===== src/rtl/rtu_rsp_parser.sv =====
// Modbus RTU master-side response parser: validates a slave reply against the armed request.
// Status and fields appear with a one-cycle rsp_valid; read registers stream out one per cycle.
module rtu_rsp_parser #(
    parameter int MAX_REGS     = 4,
    parameter int TIMEOUT_CLKS = 2500000
) (
    input  logic        clk,
    input  logic        rst,
    input  logic        arm,
    input  logic [7:0]  exp_addr,
    input  logic [7:0]  exp_func,
    input  logic [7:0]  exp_qty,
    input  logic        rx_done,
    input  logic [7:0]  rx_data,
    input  logic        rx_drop_frame,
    input  logic        rx_new_frame,
    output logic        busy,
    output logic        reg_wen,
    output logic [7:0]  reg_idx,
    output logic [15:0] reg_wdata,
    output logic [15:0] echo_addr,
    output logic [15:0] echo_data,
    output logic [7:0]  exc_code,
    output logic [2:0]  rsp_status,
    output logic        rsp_valid
);

    typedef enum logic [2:0] {IDLE, WAIT_FIRST, RX, CHECK, DRAIN, DONE} state_t;

    localparam logic [2:0] ST_OK   = 3'd0;
    localparam logic [2:0] ST_EXC  = 3'd1;
    localparam logic [2:0] ST_CRC  = 3'd2;
    localparam logic [2:0] ST_FMT  = 3'd3;
    localparam logic [2:0] ST_TMO  = 3'd4;
    localparam logic [2:0] ST_DROP = 3'd5;

    state_t      state_q, state_d;
    logic [2:0]  status_q, status_d;
    logic [7:0]  exp_addr_q, exp_func_q, exp_qty_q;
    logic [7:0]  cnt_q, idx_q, exc_code_q;
    logic [15:0] crc_q, echo_addr_q, echo_data_q;
    logic [31:0] tmo_q;
    logic        fmt_q, exc_q;
    logic [15:0] buf_q [MAX_REGS];

    logic        is_read, req_bad, take_arm, take_byte, frame_done;
    logic [8:0]  exp_len, qty_x2;
    logic [7:0]  cnt_next, data_pos;

    function automatic logic [15:0] crc_upd(input logic [15:0] c, input logic [7:0] b);
        logic [15:0] r;
        r = c ^ {8'h00, b};
        for (int k = 0; k < 8; k++) begin
            r = r[0] ? ((r >> 1) ^ 16'hA001) : (r >> 1);
        end
        return r;
    endfunction

    always_comb begin
        is_read    = (exp_func_q == 8'h03) || (exp_func_q == 8'h04);
        qty_x2     = {exp_qty_q, 1'b0};
        req_bad    = !(is_read || exp_func_q == 8'h06) ||
                     (is_read && (exp_qty_q == 8'd0 || int'(exp_qty_q) > MAX_REGS));
        exp_len    = exc_q ? 9'd5 : ((exp_func_q == 8'h06) ? 9'd8 : 9'd5 + qty_x2);
        cnt_next   = cnt_q + 8'd1;
        data_pos   = cnt_q - 8'd3;
        take_arm   = (state_q == IDLE) && arm;
        // A drop in the same cycle as a byte discards that byte.
        take_byte  = rx_done && !rx_drop_frame && !req_bad &&
                     (state_q == WAIT_FIRST || state_q == RX);
        frame_done = take_byte && ({1'b0, cnt_next} == exp_len);
    end

    always_comb begin
        state_d  = state_q;
        status_d = status_q;
        case (state_q)
            IDLE: if (arm) state_d = WAIT_FIRST;
            // The latched request is vetted here so a bad request still answers 2 cycles after arm.
            WAIT_FIRST: begin
                if (req_bad) begin
                    state_d  = DONE;
                    status_d = ST_FMT;
                end else if (take_byte) begin
                    state_d = RX;
                end else if (tmo_q == 32'(TIMEOUT_CLKS - 1)) begin
                    state_d  = DONE;
                    status_d = ST_TMO;
                end
            end
            RX: begin
                if (rx_drop_frame) begin
                    state_d  = DONE;
                    status_d = ST_DROP;
                end else if (frame_done) begin
                    state_d = CHECK;
                end else if (rx_new_frame) begin
                    state_d  = DONE;
                    status_d = ST_FMT;
                end
            end
            CHECK: begin
                state_d = DONE;
                if (crc_q != 16'h0000)       status_d = ST_CRC;
                else if (fmt_q)              status_d = ST_FMT;
                else if (exc_q)              status_d = ST_EXC;
                else if (is_read)            state_d  = DRAIN;
                else                         status_d = ST_OK;
            end
            DRAIN: begin
                if (idx_q == exp_qty_q - 8'd1) begin
                    state_d  = DONE;
                    status_d = ST_OK;
                end
            end
            DONE:    state_d = IDLE;
            default: state_d = IDLE;
        endcase
    end

    always_ff @(posedge clk) begin
        if (rst) begin
            state_q     <= IDLE;
            status_q    <= ST_OK;
            exp_addr_q  <= '0;
            exp_func_q  <= '0;
            exp_qty_q   <= '0;
            cnt_q       <= '0;
            idx_q       <= '0;
            exc_code_q  <= '0;
            crc_q       <= '0;
            echo_addr_q <= '0;
            echo_data_q <= '0;
            tmo_q       <= '0;
            fmt_q       <= 1'b0;
            exc_q       <= 1'b0;
            for (int i = 0; i < MAX_REGS; i++) buf_q[i] <= '0;
        end else begin
            state_q  <= state_d;
            status_q <= status_d;
            if (state_q == WAIT_FIRST) tmo_q <= tmo_q + 32'd1;
            if (state_q == DRAIN)      idx_q <= idx_q + 8'd1;
            if (take_arm) begin
                exp_addr_q  <= exp_addr;
                exp_func_q  <= exp_func;
                exp_qty_q   <= exp_qty;
                cnt_q       <= '0;
                idx_q       <= '0;
                tmo_q       <= '0;
                crc_q       <= 16'hFFFF;
                fmt_q       <= 1'b0;
                exc_q       <= 1'b0;
                status_q    <= ST_OK;
                echo_addr_q <= '0;
                echo_data_q <= '0;
                exc_code_q  <= '0;
            end
            if (take_byte) begin
                crc_q <= crc_upd(crc_q, rx_data);
                cnt_q <= cnt_next;
                if (cnt_q == 8'd0) begin
                    if (rx_data != exp_addr_q) fmt_q <= 1'b1;
                end else if (cnt_q == 8'd1) begin
                    if (rx_data == (exp_func_q | 8'h80)) exc_q <= 1'b1;
                    else if (rx_data != exp_func_q)      fmt_q <= 1'b1;
                end else if (exc_q) begin
                    if (cnt_q == 8'd2) exc_code_q <= rx_data;
                end else if (!is_read) begin
                    case (cnt_q)
                        8'd2:    echo_addr_q[15:8] <= rx_data;
                        8'd3:    echo_addr_q[7:0]  <= rx_data;
                        8'd4:    echo_data_q[15:8] <= rx_data;
                        8'd5:    echo_data_q[7:0]  <= rx_data;
                        default: ;
                    endcase
                end else if (cnt_q == 8'd2) begin
                    if ({1'b0, rx_data} != qty_x2) fmt_q <= 1'b1;
                end else if ({1'b0, data_pos} < qty_x2) begin
                    for (int i = 0; i < MAX_REGS; i++) begin
                        if (data_pos[7:1] == 7'(i)) begin
                            if (data_pos[0]) buf_q[i][7:0]  <= rx_data;
                            else             buf_q[i][15:8] <= rx_data;
                        end
                    end
                end
            end
        end
    end

    always_comb begin
        reg_wdata = '0;
        for (int i = 0; i < MAX_REGS; i++) begin
            if (reg_wen && idx_q == 8'(i)) reg_wdata = buf_q[i];
        end
    end

    assign reg_wen    = (state_q == DRAIN);
    assign reg_idx    = reg_wen ? idx_q : 8'd0;
    assign busy       = (state_q == WAIT_FIRST) || (state_q == RX) ||
                        (state_q == CHECK) || (state_q == DRAIN);
    assign rsp_valid  = (state_q == DONE);
    assign rsp_status = status_q;
    assign echo_addr  = echo_addr_q;
    assign echo_data  = echo_data_q;
    assign exc_code   = exc_code_q;

endmodule


===== config.mk =====
export PLATFORM = sky130hd
export DESIGN_NAME = rtu_rsp_parser
export DESIGN_NICKNAME = d
export VERILOG_FILES = /design/src/rtl/rtu_rsp_parser.sv
export SDC_FILE = /design/constraint.sdc
export NUM_CORES = 1
export LEC_CHECK = 0
export ABC_AREA = 1
export BUFFER_PORTS_ARGS = -buffer_cell sky130_fd_sc_hd__buf_2
export CAP_MARGIN = 25
export CORE_ASPECT_RATIO = 0.6
export CORE_MARGIN = 2
export CORE_UTILIZATION = 55
export CTS_CLUSTER_DIAMETER = 60
export CTS_CLUSTER_SIZE = 16
export DETAILED_ROUTE_END_ITERATION = 8
export GPL_TIMING_DRIVEN = 0
export PLACE_DENSITY = 0.8
export RECOVER_POWER = 100
export REMOVE_ABC_BUFFERS = 1
export SYNTH_ARGS = -nofsm -noshare
export SYNTH_HDL_FRONTEND = slang
export SYNTH_SLANG_ARGS = --single-unit
export TNS_END_PERCENT = 10

===== constraint.sdc =====
create_clock -name clk -period 3.3 [get_ports clk]
set_input_delay 0.165 -clock clk [delete_from_list [all_inputs] [get_ports clk]]
set_output_delay 0.165 -clock clk [all_outputs]
set_load 0.02 [all_outputs]

After elaboration in Yosys (flattened, before gate mapping):

Memories as Yosys holds them, arrays and structs flattened.
Index checks and enable logic that the tools add are counted.

* $add $sub $neg: 6
* $mul: 0
* divide/modulo/power cells: 0
* $lt $le $gt $ge: 2
* equality and inequality tests: 35
* shifts and indexed selects: 0
* mux-type cells: 174
* bitwise operators: 17
* reduce and logical (&&, ||, !) cells: 31

Operator list (number)
* two-way mux 16 bit: 26
* two-way mux 8 bit: 21
* two-way mux 1 bit: 104
* two-way mux 3 bit: 19
* equality test 8 x 2 -> 1 bit, second input constant: 5
* adder 32 x 1 -> 32 bit, second input constant: 1
* equality test 32 x 22 -> 1 bit, second input constant: 1
* equality test 8 x 3 -> 1 bit, second input constant: 4
* zero test 8 bit: 3
* inverter 2 -> 3 bit: 8
* two-way mux 9 bit: 2
* adder 8 x 1 -> 8 bit, second input constant: 2
* equality test 8 x 1 -> 1 bit, second input constant: 2
* equality test 8 bit: 2
* != test 8 bit: 2
* nonzero test 16 bit: 1
* bitwise XOR 16 x 8 -> 16 bit: 1
* one-hot mux 3 bit (5 select lines): 1
* equality test 7 x 2 -> 1 bit, second input constant: 2
* != test 3 bit, second input constant: 4
* one-hot mux 3 bit (4 select lines): 1
* logical AND 1 bit: 10
* adder 3 x 9 -> 9 bit, first input constant: 1
* equality test 8 x 9 -> 1 bit: 1
* 23 further kinds: 41

* register bits after elaboration: 136
* latch bits: 0
* RAM bits: 64
* memory bits (read-only): 0
* output and inout bits: 70
* logic and storage cells: 280
* memories kept: 1

Memory list
* buf_q: words 4, bits a word 16, rd ports 4, clocked after Yosys merged registers in 0, write ports 4, line 44 `logic [15:0] buf_q [MAX_REGS];`

Logic depth before layout (Yosys ltp):

* depth after elaboration: 18
* gate-level depth with buffers: 18
* mapped depth without buffers: 18

Worst setup path before layout:

Ideal clock, no wire load.

* path kind: reg-to-reg
* start point: register cnt_q[1]
* end point: memory buf_q[1][0], enable pin
* arrival: 2396 ps
* slack: 575 ps
* cell stages (with the launch flop): 13
* path buffers: 0
* period minus slack after synthesis: 2725 ps
* cell sequence: dfxtp_1 ha_1 nor2_1 nor2_1 inv_1 ha_1 a21oi_1 o21ai_1 nand4_1 o311ai_1 nor2_1 nand3_1 nand2_1

RTL lines
* start: declaration: line 40 `logic [7:0] cnt_q, idx_q, exc_code_q;`
* start signal: assignment: line 160 `cnt_q <= cnt_next;`
* end: declaration: line 44

==> impl_metrics.json <==
{
  "start_util_pct": 56.00,
  "slowest_stage": "dfxtp_2",
  "wl_um": 31610,
  "first_global_vias": 9236,
  "synth_edf_count": 64,
  "clockBufferDepth": 2,
  "vias_per_cell": 5.833,
  "clkSlewWorstSetupHoldPaths_ns": 0.07,
  "die_y_um": 111.7,
  "netlist.area_leader.share_pct": 25.61,
  "drc": 0,
  "clock-sinks": 200,
  "finalCriticalPeriod_ns": 3.182,
  "worstPathArrival_ns": 3.32,
  "cts_max_level": 4,
  "chipWidth_um": 183.5,
  "synthAdderAreaFrac_pct": 2.119,
  "synth-seq-cells": 200,
  "layout-drive-gt1-share_pct": 10.82,
  "hold_path_class": "input port to flip-flop",
  "first_iter_violations": 1165,
  "synthSimpleGateAreaFrac_pct": 28.64,
  "dp_hpwl_um": 22740,
  "pin_count": 108,
  "crit_family": "simple AND/OR/NAND/NOR gates",
  "cpPeakStageDelay_ns": 0.36,
  "synth_area_um2": 10630,
  "grt_overflow_total": 0,
  "path_max_fanout": 11,
  "antenna_found_initial": 0,
  "num_vias": 10330,
  "setup_violations": 0,
  "core.rowCount": 39,
  "wl_per_cell_um": 17.85,
  "status": "finished clean",
  "path_buf_inv": 2,
  "seq_area_frac_synth_pct": 43.69,
  "synth-xor-area-share_pct": 4.449,
  "antenna_left": 0,
  "slew_viol_final": 0,
  "post-route-period-util_pct": 96.42,
  "criticalPathCategory": "flip-flop to flip-flop",
  "cp_data_required_time_ns": 3.44,
  "hold_violations": 0,
  "finalClockSkew_ns": 0.01451,
  "peakVddDrop_v": 0.0004348,
  "port-buffer-count": 107,
  "grt_max_degree": 43,
  "syn_inst": 1419,
  "grt_usage_pct": 31.02,
  "layout.nets": 1568,
  "ys_top_cells_by_area": "dfxtp_1, edfxtp_1, nand2_1",
  "max_slew_margin_pct": 47.60,
  "tns_ns": 0,
  "crit_chain": "inv_1, ha_1, inv_1, nand2_1, nand2_1, nor2_2, nand2_2, nand2_4, nand2_4, nor2_4, nand2_4, nor2_8, nand2_4, nor3_4, nand2_1, nand2_2",
  "grt_pass1_wl_um": 49120,
  "core-area_um2": 18980,
  "synth_top_family_by_area": "simple AND/OR/NAND/NOR gates",
  "yosys.area.top_type": "dfxtp_1",
  "finalPower_uw": 6901,
  "start_kind": "flip-flop",
  "yosys_warnings": 0,
  "dr.pass1.iters": 7,
  "synth_compound_area_share_pct": 12.92,
  "diodes": 0,
  "synth_ff_type": "dfxtp_1",
  "maxCapViolCount": 0,
  "cpMostUsedCell": "nand2_4",
  "max_freq_ghz": 0.3143,
  "grt_setup_unrepaired": "yes",
  "p_leak_uw": 0.005025,
  "cts-buffers-inserted": 17,
  "cts_tree": "yes",
  "syn_to_final_growth_pct": 13.79,
  "powerDensity_nw_per_um2": 570.5,
  "async_flop_share_pct": 0,
  "synth_area_per_cell_um2": 7.491,
  "tightest_slew_ns": 0.7852,
  "routabilityCongestion": 0.9831,
  "yosys-mux-area-fraction_pct": 0.2825,
  "clock_latency_ns": 0.45,
  "clock-root-buffer": "clkbuf_16",
  "synthDistinctLibCells": 49,
  "dieArea_um2": 20490,
  "cp-end-kind": "flip-flop"
}
==> sequential cells by signal, summed over array words and instances (netlist names) <==
signal / count
buf_q: 64
exp_addr_q: 8
tmo_q: 32
exp_func_q: 8
rsp_status: 3
echo_addr: 16
exp_qty_q: 8
crc_q: 16
idx_q: 8
exc_q: 1
state_q: 3
echo_data: 16
fmt_q: 1
cnt_q: 8
exc_code: 8
==> worst min-delay path, cell delays in order <==
cell and delay (ns):
buf_2 0.07, o21ai_0 0.07, a21oi_1 0.11
==> path summary, 6_finish.rpt <==
check | start | endpoint | slack (ns) | depth (start not counted)
worst max-delay path | exp_qty_q[1] | buf_q[3][7] | 0.12 | 16
worst min register to register | exc_code[1] | exc_code[1] | 0.48 | 2
worst min-delay path | exp_qty[4] | exp_qty_q[4] | 0.02 | 3
worst max register to register | exp_qty_q[1] | buf_q[3][7] | 0.12 | 16
==> routing by layer <==
metal | vias up | routed length [um] | global-route usage [%]
met5 | - | 0 | 0
li1 | 4891 | - | -
met2 | 642 | 12750 | 43.65
met3 | 52 | 4366 | 9.421
met1 | 4746 | 14010 | 46.17
met4 | 0 | 485 | 8.107
==> Yosys cell counts, types with 5 or more instances <==
library cell	n
a22oi_1	11
xor2_1	32
inv_2	6
inv_1	158
a31oi_1	5
nand4_1	27
buf_1	5
ha_1	18
o22ai_1	14
nand3_1	101
or2_2	5
edfxtp_1	64
nand2_1	266
nor4_1	8
clkbuf_1	40
o21ai_0	76
dfxtp_1	136
o211ai_1	5
buf_2	8
nor3_1	29
o221a_2	7
a21oi_1	108
xnor2_1	22
nor2_1	210
==> kinds of logic (layout without fill, tap and decap cells) <==
family,count (synthesis),count (layout)
AO/OA/AOI/OAI,243,243
XOR/XNOR,54,54
adder cells (fa/ha/maj),18,18
buffers and inverters,221,327
flip-flops,200,200
multiplexers,3,3
AND/OR/NAND/NOR,680,680
==> placed cells by master, fill, tap and decap left out, types with 32 or more instances in the layout <==
cell / synthesis / final
o21ai_0: 76 / 75
inv_1: 158 / 159
nor2_1: 210 / 205
xor2_1: 32 / 32
nand3_1: 101 / 99
a21oi_1: 108 / 108
edfxtp_1: 64 / 64
buf_2: 8 / 55
dfxtp_1: 136 / 133
nand2_1: 266 / 260
clkbuf_1: 40 / 53
==> stage by stage <==
step	hold WS, ns	std cells	util, %	setup WS [ns]	cell area, um^2
after detailed placement	0.4298	1724	60.00	-0.4272	11390
after CTS	0.002742	1770	63.87	0.02352	12120
after global placement	0.4246	1719	59.34	-2.092	11260
final	0.01531	1771	63.73	0.1180	12100
after global routing	0.01169	1771	63.73	-0.03630	12100
after floorplan	0.2341	1366	-	-0.04138	10420
==> where the power goes <==
part / total (uW) / switching, uW / internal [uW]
Sequential: 2890 / 175 / 2720
Clock: 2100 / 1010 / 1080
Combinational: 1910 / 1280 / 632
Total: 6900 / 2470 / 4430
==> cell type report <==
class	instances	area, um^2
Fill cell	1687	6885
Clock buffer	19	442.9
Tap cell	246	307.8
Timing Repair Buffer	127	716.9
Inverter	168	635.6
Multi-Input combinational cell	998	5218
Clock inverter	13	127.6
Sequential cell	200	4648
==> repair_timing <==
item	4_1_cts	5_1_grt
endpoints found under the hold margin	8	0
pin swaps	2	1
hold buffers	8	0
gates resized for setup	11	14
setup endpoints to repair	169	134
buffers inserted	6	1
Note: power is estimated with default switching activity, not from simulation.
